==> config.mk <==
export PLATFORM = sky130hd
export DESIGN_NAME = uart_tx_buffered
export DESIGN_NICKNAME = d
export VERILOG_FILES = /design/src/rtl/uart_tx_buffered_pkg.sv /design/src/rtl/uart_tx_fifo.sv /design/src/rtl/uart_tx_buffered.sv
export SDC_FILE = /design/constraint.sdc
export NUM_CORES = 1
export LEC_CHECK = 0
export ABC_CLOCK_PERIOD_IN_PS = 2400
export BUFFER_PORTS_ARGS = -buffer_cell sky130_fd_sc_hd__buf_2
export CAP_MARGIN = 5
export CORE_ASPECT_RATIO = 1.25
export CORE_MARGIN = 4
export CORE_UTILIZATION = 42
export CTS_BUF_LIST = sky130_fd_sc_hd__clkbuf_16
export DETAILED_ROUTE_END_ITERATION = 10
export SLEW_MARGIN = 20
export SYNTH_ARGS = -nofsm -noshare
export SYNTH_HDL_FRONTEND = slang
export SYNTH_SLANG_ARGS = --single-unit
==> constraint.sdc <==
create_clock -name i_Clock -period 2.4 [get_ports i_Clock]
set_input_delay 0.72 -clock i_Clock [delete_from_list [all_inputs] [get_ports i_Clock]]
set_output_delay 0.72 -clock i_Clock [all_outputs]
set_load 0.01 [all_outputs]
==> src/rtl/uart_tx_buffered_pkg.sv <==
// Shared definitions for the buffered UART transmitter: FSM state encoding
// and 8N1 frame constants.
package uart_tx_buffered_pkg;

    typedef enum logic [2:0] {
        IDLE         = 3'd0,
        TX_START_BIT = 3'd1,
        TX_DATA_BITS = 3'd2,
        TX_STOP_BIT  = 3'd3,
        CLEANUP      = 3'd4
    } tx_state_t;

    localparam int DATA_BITS = 8;
    localparam int BIT_IDX_W = $clog2(DATA_BITS);

endpackage

==> src/rtl/uart_tx_fifo.sv <==
// Small synchronous FIFO with first-word-fall-through read data; occupancy
// carries one extra bit so full and empty never alias.
module uart_tx_fifo #(
    parameter int WIDTH = 8,
    parameter int DEPTH = 4
) (
    input  logic             i_Clock,
    input  logic             i_Reset,
    input  logic             wr_en,
    input  logic [WIDTH-1:0] wr_data,
    input  logic             rd_en,
    output logic [WIDTH-1:0] rd_data,
    output logic             full,
    output logic             empty
);

    localparam int AW = $clog2(DEPTH);

    logic [WIDTH-1:0] mem [DEPTH];
    logic [AW-1:0]    wr_ptr;
    logic [AW-1:0]    rd_ptr;
    logic [AW:0]      count;
    logic             do_wr;
    logic             do_rd;

    // A full FIFO refuses writes even when a pop lands on the same edge.
    assign full    = (count == (AW+1)'(DEPTH));
    assign empty   = (count == '0);
    assign do_wr   = wr_en && !full;
    assign do_rd   = rd_en && !empty;
    assign rd_data = mem[rd_ptr];

    // NOTE: the storage array is deliberately left out of reset; empty/full
    // come from the pointers, so stale contents are never observed.
    always_ff @(posedge i_Clock) begin
        if (do_wr)
            mem[wr_ptr] <= wr_data;
    end

    always_ff @(posedge i_Clock or posedge i_Reset) begin
        if (i_Reset) begin
            wr_ptr <= '0;
            rd_ptr <= '0;
            count  <= '0;
        end else begin
            if (do_wr)
                wr_ptr <= wr_ptr + 1'b1;
            if (do_rd)
                rd_ptr <= rd_ptr + 1'b1;
            case ({do_wr, do_rd})
                2'b10:   count <= count + 1'b1;
                2'b01:   count <= count - 1'b1;
                default: count <= count;
            endcase
        end
    end

endmodule

==> src/rtl/uart_tx_buffered.sv <==
// 8N1 UART transmitter fed by a byte FIFO. Line outputs are registered from
// the current state, so the line trails the FSM by one clock.
module uart_tx_buffered
    import uart_tx_buffered_pkg::*;
#(
    parameter int CLKS_PER_BIT = 217,
    parameter int FIFO_DEPTH   = 4
) (
    input  logic       i_Clock,
    input  logic       i_Reset,
    input  logic       i_TX_DV,
    input  logic [7:0] i_TX_Byte,
    output logic       o_Ready,
    output logic       o_TX_Active,
    output logic       o_TX_Serial,
    output logic       o_TX_Done
);

    localparam int CNT_W = $clog2(CLKS_PER_BIT);
    localparam logic [CNT_W-1:0]     LAST_CNT = CNT_W'(CLKS_PER_BIT - 1);
    localparam logic [BIT_IDX_W-1:0] LAST_IDX = BIT_IDX_W'(DATA_BITS - 1);

    tx_state_t            state;
    logic [CNT_W-1:0]     clk_count;
    logic [BIT_IDX_W-1:0] bit_idx;
    logic [7:0]           tx_data;
    logic [7:0]           fifo_rd_data;
    logic                 fifo_full;
    logic                 fifo_empty;
    logic                 fifo_pop;

    assign fifo_pop = (state == IDLE) && !fifo_empty;
    assign o_Ready  = !fifo_full;

    uart_tx_fifo #(
        .WIDTH (8),
        .DEPTH (FIFO_DEPTH)
    ) u_fifo (
        .i_Clock (i_Clock),
        .i_Reset (i_Reset),
        .wr_en   (i_TX_DV),
        .wr_data (i_TX_Byte),
        .rd_en   (fifo_pop),
        .rd_data (fifo_rd_data),
        .full    (fifo_full),
        .empty   (fifo_empty)
    );

    always_ff @(posedge i_Clock or posedge i_Reset) begin
        if (i_Reset) begin
            state       <= IDLE;
            clk_count   <= '0;
            bit_idx     <= '0;
            tx_data     <= '0;
            o_TX_Serial <= 1'b1;
            o_TX_Active <= 1'b0;
            o_TX_Done   <= 1'b0;
        end else begin
            // NOTE: non-blocking defaults here are overridden by the later
            // assignments in the case arms; last write on the edge wins.
            o_TX_Serial <= 1'b1;
            o_TX_Active <= 1'b0;
            o_TX_Done   <= 1'b0;

            case (state)
                IDLE: begin
                    clk_count <= '0;
                    bit_idx   <= '0;
                    if (!fifo_empty) begin
                        tx_data <= fifo_rd_data;
                        state   <= TX_START_BIT;
                    end
                end

                TX_START_BIT: begin
                    o_TX_Serial <= 1'b0;
                    o_TX_Active <= 1'b1;
                    if (clk_count == LAST_CNT) begin
                        clk_count <= '0;
                        bit_idx   <= '0;
                        state     <= TX_DATA_BITS;
                    end else begin
                        clk_count <= clk_count + 1'b1;
                    end
                end

                TX_DATA_BITS: begin
                    o_TX_Serial <= tx_data[bit_idx];
                    o_TX_Active <= 1'b1;
                    if (clk_count == LAST_CNT) begin
                        clk_count <= '0;
                        if (bit_idx == LAST_IDX) begin
                            bit_idx <= '0;
                            state   <= TX_STOP_BIT;
                        end else begin
                            bit_idx <= bit_idx + 1'b1;
                        end
                    end else begin
                        clk_count <= clk_count + 1'b1;
                    end
                end

                TX_STOP_BIT: begin
                    o_TX_Active <= 1'b1;
                    if (clk_count == LAST_CNT) begin
                        clk_count <= '0;
                        state     <= CLEANUP;
                    end else begin
                        clk_count <= clk_count + 1'b1;
                    end
                end

                CLEANUP: begin
                    o_TX_Done <= 1'b1;
                    state     <= IDLE;
                end

                default: state <= IDLE;
            endcase
        end
    end

endmodule

==> impl_metrics.json, run 1 <==
{
  "cts_num_sinks": 64,
  "synth_area_per_cell_um2": 15.22,
  "finalInstanceArea_um2": 3227,
  "ys.flop_type": "edfxtp_1",
  "critPathCaptureType": "flip-flop",
  "max_freq_mhz": 478.4,
  "vias": 1475,
  "finalSetupTns_ps": 0,
  "synth_nets": 203,
  "crit-reg2reg-capture": "u_fifo.count[2]",
  "relSlewSlack_pct": 63.42,
  "drtIter0Drc": 86,
  "synth_commonest_cells": "edfxtp_1, dfrtp_1, mux4_2",
  "crit_buf_inv": 1,
  "drtPass1Iterations": 4,
  "num_antenna_cells": 0,
  "r2r-start": "state[1]",
  "rr_worst_depth": 7,
  "crit_family": "adder cells",
  "drive_gt1_share_pct": 25.84,
  "synth_area_um2": 2770,
  "power.leakage_nw": 1.303,
  "syn2layout_area_growth_pct": 16.49,
  "place_hpwl_um": 3225,
  "critPathRequiredTime_ps": 2650,
  "cp.depth": 7,
  "ir_worst_vdd_v": 0.0004952,
  "place_congestion": 0.7466,
  "ys_ff_latch": 64,
  "synth-edff-count": 32,
  "ys_seq_area_share_pct": 63.64,
  "finalClockSkew_ps": 5.326,
  "post-cts-setup-buffers": 0,
  "antenna_found_initial": 0,
  "viasPerCell": 5.017,
  "place_area_um2": 2947,
  "netlist-cell-type-count": 40,
  "detail_route.wl_per_cell_um": 15.39,
  "ant_nets": 0,
  "timing.reg2reg.setup_slack_ps": 310,
  "grtUsageMet2_pct": 20.98,
  "num_rows": 32,
  "setup_viol": 0,
  "port_buffers": 14,
  "clk_latency_ps": 330,
  "yosys.area.top_type_share_pct": 34.69,
  "rsz0062_at_grt": "false",
  "holdWs_ps": 467.7,
  "critical_path.cell_chain": "nor4_2, ha_1, inv_1, fa_1, xor2_1, nor2_1, xor2_1",
  "timing.hold.worst.class": "in -> async",
  "wl_um": 4526,
  "die_h_um": 98.80,
  "dieArea_um2": 7967,
  "cts_hold_repair.buffers": 0,
  "layout_min_cycle_time_ps": 2090,
  "dp_cells": 278,
  "utilization_pct": 51.33,
  "criticalPathCategory": "reg -> reg",
  "drcViolationCount": 0,
  "worst_pin_slew_ps": 548.7,
  "ys_warn_count": 0,
  "crit_top_cell": "xor2_1",
  "finalNonFillerCells": 294,
  "cts_resized": 0,
  "finalHoldViolations": 0,
  "synthArstFlopShare_pct": 50.00,
  "clkTransAtPathRegs_ps": 50,
  "cp-startpoint": "state[1]",
  "slowest_stage": "dfrtp_1",
  "synth_largest_area_cell": "edfxtp_1",
  "met1_usage_pct": 15.63,
  "core_um2": 6286,
  "cts_buffers": 9,
  "cts_max_level": 3,
  "synth_most_common_cell": "edfxtp_1",
  "synth_area_leaders": "edfxtp_1, dfrtp_1, mux4_2",
  "pin_count": 15,
  "critPathMaxFanout": 10,
  "nNetsFinal": 225,
  "drv_cap": 0,
  "top_usage_layer": "met2",
  "cp-start-kind": "flip-flop",
  "clockRootBuffer": "clkbuf_16",
  "power_density_nw_per_um2": 900.0,
  "die_x_um": 80.64,
  "status": "complete, no violations",
  "track_usage_pct": 13.05,
  "drv_slew": 0,
  "use_met3_pct": 2.742,
  "crit_end": "u_fifo.count[2]",
  "fin_crit_sh_pct": 87.10,
  "netlist_instances": 182,
  "initial_core_util_pct": 44.07,
  "cts_tree": "built",
  "cp.arrival_ps": 2340,
  "first_global_vias": 1566,
  "critPathMaxStageDelay_ps": 480,
  "grt_max_degree": 33,
  "grt_pass1_wl_um": 7638,
  "clock_path_buffers": 2,
  "overflow": 0
}
[power by group]
part / total [mW] / internal [mW] / switching, mW
clock: 1.21 / 0.782 / 0.423
combinational: 0.313 / 0.130 / 0.183
sequential: 1.38 / 1.32 / 0.0610
[flip-flops by register name, indices dropped and copies added (netlist names)]
register and count:
bit_idx 3, o_TX_Serial 1, clk_count 8, tx_data 8, u_fifo.mem 32, o_TX_Done 1
state 3, u_fifo.wr_ptr 2, u_fifo.rd_ptr 2, u_fifo.count 3, o_TX_Active 1
[cells in the final DEF, fill, tap and decap left out, types with 3 or more instances in the layout]
master / synthesis / layout
dfrtp_1: 31 / 31
nor3b_1: 3 / 3
xnor2_1: 3 / 3
buf_2: 2 / 14
o21ai_0: 4 / 4
nand2_1: 9 / 9
ha_1: 9 / 9
mux2_2: 9 / 9
and3_1: 6 / 6
buf_4: 1 / 3
nor2_1: 9 / 9
xor2_1: 7 / 7
nand3_1: 7 / 7
nor3_1: 3 / 3
inv_1: 9 / 11
mux4_2: 10 / 10
a21oi_1: 3 / 3
clkbuf_16: 0 / 9
edfxtp_1: 32 / 32
[final cells by class]
type	instances	area, um2
fillers	535	3059
flip-flops and latches	64	1763
multi-input cells	103	950.9
clock buffers	9	225.2
well taps	85	106.4
repair buffers	17	92.59
clock inverters	7	55.05
inverters	9	33.78
[worst min-delay path by stage]
stage	cells past startpoint	slack, ps	start	endpoint
after CTS	3	480	i_Reset	u_fifo.count[2]
after global routing	1	510	u_fifo.count[2]	u_fifo.count[2]
final	3	470	i_Reset	u_fifo.count[2]
after floorplan	1	460	u_fifo.count[2]	u_fifo.count[2]
after global placement	1	480	u_fifo.count[2]	u_fifo.count[2]
after detailed placement	1	490	tx_data[1]	tx_data[1]
[metrics by stage]
| step | setup slack [ps] | power [mW] |
|---|---|---|
| final | 309.5 | 2.904 |
| after global routing | 140.0 | 3.037 |
| after CTS | 292.1 | 2.946 |
| after detailed placement | 223.3 | 1.728 |
| after global placement | 305.0 | 1.693 |
| after floorplan | 203.3 | 1.616 |
[routing by layer]
| metal | share of wire, % | routed length (um) | up-vias |
|---|---|---|---|
| li1 | - | - | 719 |
| met1 | 41 | 1864 | 727 |
| met2 | 53 | 2396 | 20 |
| met3 | 2.6 | 117 | 9 |
| met4 | 3.2 | 147 | 0 |
| met5 | 0 | 0 | - |
[worst register-to-register path, delay by kind of cell (launching register included)]
kind,cells,cell delay (ps)
xor+xnor,2,300
fa+ha+maj,2,660
flops,1,480
buf+inv,1,70
simple gates,2,510
[cell families after synthesis]
kind of cell	Yosys count	synth area share (%)
muxes	22	13.05
AOI/OAI and AO/OA	16	4.291
buffers and inverters	15	2.258
xor gates and xnor gates	10	3.162
adders and majority gates	10	4.788
and+or+nand+nor	45	8.808
DFF	64	63.64
Note: power is estimated with default switching activity, not from simulation.
==> inputs of run 2 (changes only) <==
Settings changed: ABC_CLOCK_PERIOD_IN_PS 2400 to 1900, GPL_ROUTABILITY_DRIVEN set to 0.
Clock period 2.4 ns to 1.9 ns, I/O delays scaled along.
==> impl_metrics.json, run 2 (synthesis gave the netlist of run 1 again) <==
{
  "antenna_found_initial": 0,
  "final_cell_mix": "edfxtp_1, dfrtp_1, buf_2, mux4_2, buf_4",
  "core_um2": 6286,
  "cts_max_level": 3,
  "viasPerCell": 5.152,
  "initial_core_util_pct": 44.07,
  "clk_latency_ps": 320,
  "cts_num_sinks": 64,
  "grt_pass1_wl_um": 7879,
  "port_buffers": 14,
  "crit_top_cell": "xor2_1",
  "critPathMaxStageDelay_ps": 410,
  "worst_pin_slew_ps": 550.7,
  "dp_slack_ps": -4.123,
  "clock_path_buffers": 2,
  "largest_register_ffs": 32,
  "r2r-start": "state[1]",
  "crit_buf_inv": 1,
  "critPathRequiredTime_ps": 2150,
  "drv_cap": 0,
  "wl_um": 4585,
  "num_rows": 32,
  "cp.arrival_ps": 2090,
  "power_density_nw_per_um2": 1096,
  "place_hpwl_um": 3219,
  "cts_buffers": 9,
  "drv_slew": 0,
  "relSlewSlack_pct": 63.25,
  "power.leakage_nw": 1.324,
  "detail_route.wl_per_cell_um": 15.18,
  "status": "complete, no violations",
  "drcViolationCount": 0,
  "cp-start-kind": "flip-flop",
  "rr_worst_depth": 7,
  "drive_gt1_share_pct": 32.72,
  "clockRootBuffer": "clkbuf_16",
  "overflow": 0,
  "fin_crit_sh_pct": 96.98,
  "vias": 1556,
  "clkTransAtPathRegs_ps": 50,
  "critical_path.cell_chain": "nor4_4, ha_4, inv_1, fa_2, xor2_1, nor2_1, xor2_1",
  "timing.reg2reg.setup_slack_ps": 60,
  "grt_max_degree": 21,
  "reg.largest.list": "u_fifo.mem (32), clk_count (8), tx_data (8)",
  "max_freq_mhz": 542.7,
  "rsz0062_at_grt": "false",
  "drtPass1Iterations": 4,
  "crit-reg2reg-capture": "u_fifo.count[2]",
  "die_h_um": 98.80,
  "crit_family": "adder cells",
  "utilization_pct": 52.73,
  "critPathMaxFanout": 2,
  "nNetsFinal": 233,
  "syn2layout_area_growth_pct": 19.65,
  "drtIter0Drc": 71,
  "timing.hold.worst.class": "in -> async",
  "finalClockSkew_ps": 3.979,
  "setup_viol": 0,
  "die_x_um": 80.64,
  "dieArea_um2": 7967,
  "ir_worst_vdd_v": 0.0006590,
  "top_register": "u_fifo.mem",
  "track_usage_pct": 13.47,
  "slowest_stage": "dfrtp_1",
  "holdWs_ps": 286.7,
  "cts_tree": "built",
  "first_global_vias": 1669,
  "criticalPathCategory": "reg -> reg",
  "ant_nets": 0,
  "final_common_cell": "edfxtp_1",
  "worst_slack_ps": 57.40,
  "pin_count": 15,
  "layout_min_cycle_time_ps": 1843,
  "num_antenna_cells": 0,
  "critPathCaptureType": "flip-flop",
  "finalHoldViolations": 0
}
[run 2: changes by cell type in the layout (fill, tap and decap cells not counted), sizes merged]
cell	change
inv	-2
clkinv	+1
bufinv	-1
clkinvlp	+2
buf	+8
[run 2: layer usage]
layer	global-route usage (%)	wire (um)	up-vias
met5	0	0	-
met4	8.713	144	0
met3	3.291	124	12
met2	22.26	2448	22
met1	15.33	1867	783
li1	-	-	739
[run 2: how the worst max path moves through the flow]
stage / slack (ps) / cells past startpoint / endpoint / from
final: 60 / 7 / u_fifo.count[2] / state[1]
after global routing: 1 / 6 / bit_idx[0] / clk_count[1]
after CTS: 50 / 9 / u_fifo.count[2] / u_fifo.count[1]
after detailed placement: -4 / 8 / u_fifo.count[2] / u_fifo.count[2]
after global placement: 80 / 8 / u_fifo.count[2] / u_fifo.count[2]
after floorplan: 20 / 9 / u_fifo.count[2] / u_fifo.count[1]
[run 2: power breakdown]
part | switching (mW) | leakage, nW | internal, mW
Sequential | 0.0917 | 0.681 | 1.67
Combinational | 0.250 | 0.514 | 0.197
Clock | 0.558 | 0.128 | 0.865
[run 2: repair_timing]
| item | CTS | global route |
|---|---|---|
| gates resized for setup | 0 | 3 |
| pin swaps | 1 | 1 |
| setup endpoints to repair | 1 | 2 |
| hold endpoints to repair | 0 | 0 |
| gates cloned | 0 | 0 |
| hold buffers | 0 | 0 |
| buffers inserted | 0 | 2 |
[run 2: cell type report]
| type | count | area [um2] |
|---|---|---|
| fill | 548 | 2972 |
| sequential | 64 | 1763 |
| multi-input combinational | 103 | 982.2 |
| clock buffer | 9 | 225.2 |
| timing repair buffer | 25 | 165.2 |
| tap | 85 | 106.4 |
| clock inverter | 7 | 38.79 |
| inverter | 9 | 33.78 |
[run 2: worst reg2reg max path: stages (launching register included)]
cell and delay [ps]:
dfrtp_1 410, nor4_4 360, ha_4 190, inv_1 50, fa_2 330, xor2_1 150
nor2_1 120, xor2_1 160
[run 2: metrics by stage]
stage	instances	TNS [ps]	area, um2	power, mW
2_1_floorplan	182	0	2809	2.065
3_3_place_gp	284	0	3033	2.185
3_5_place_dp	284	-4.123	3033	2.237
4_1_cts	300	0	3297	3.676
5_1_grt	302	0	3314	3.801
6_report	302	0	3314	3.633
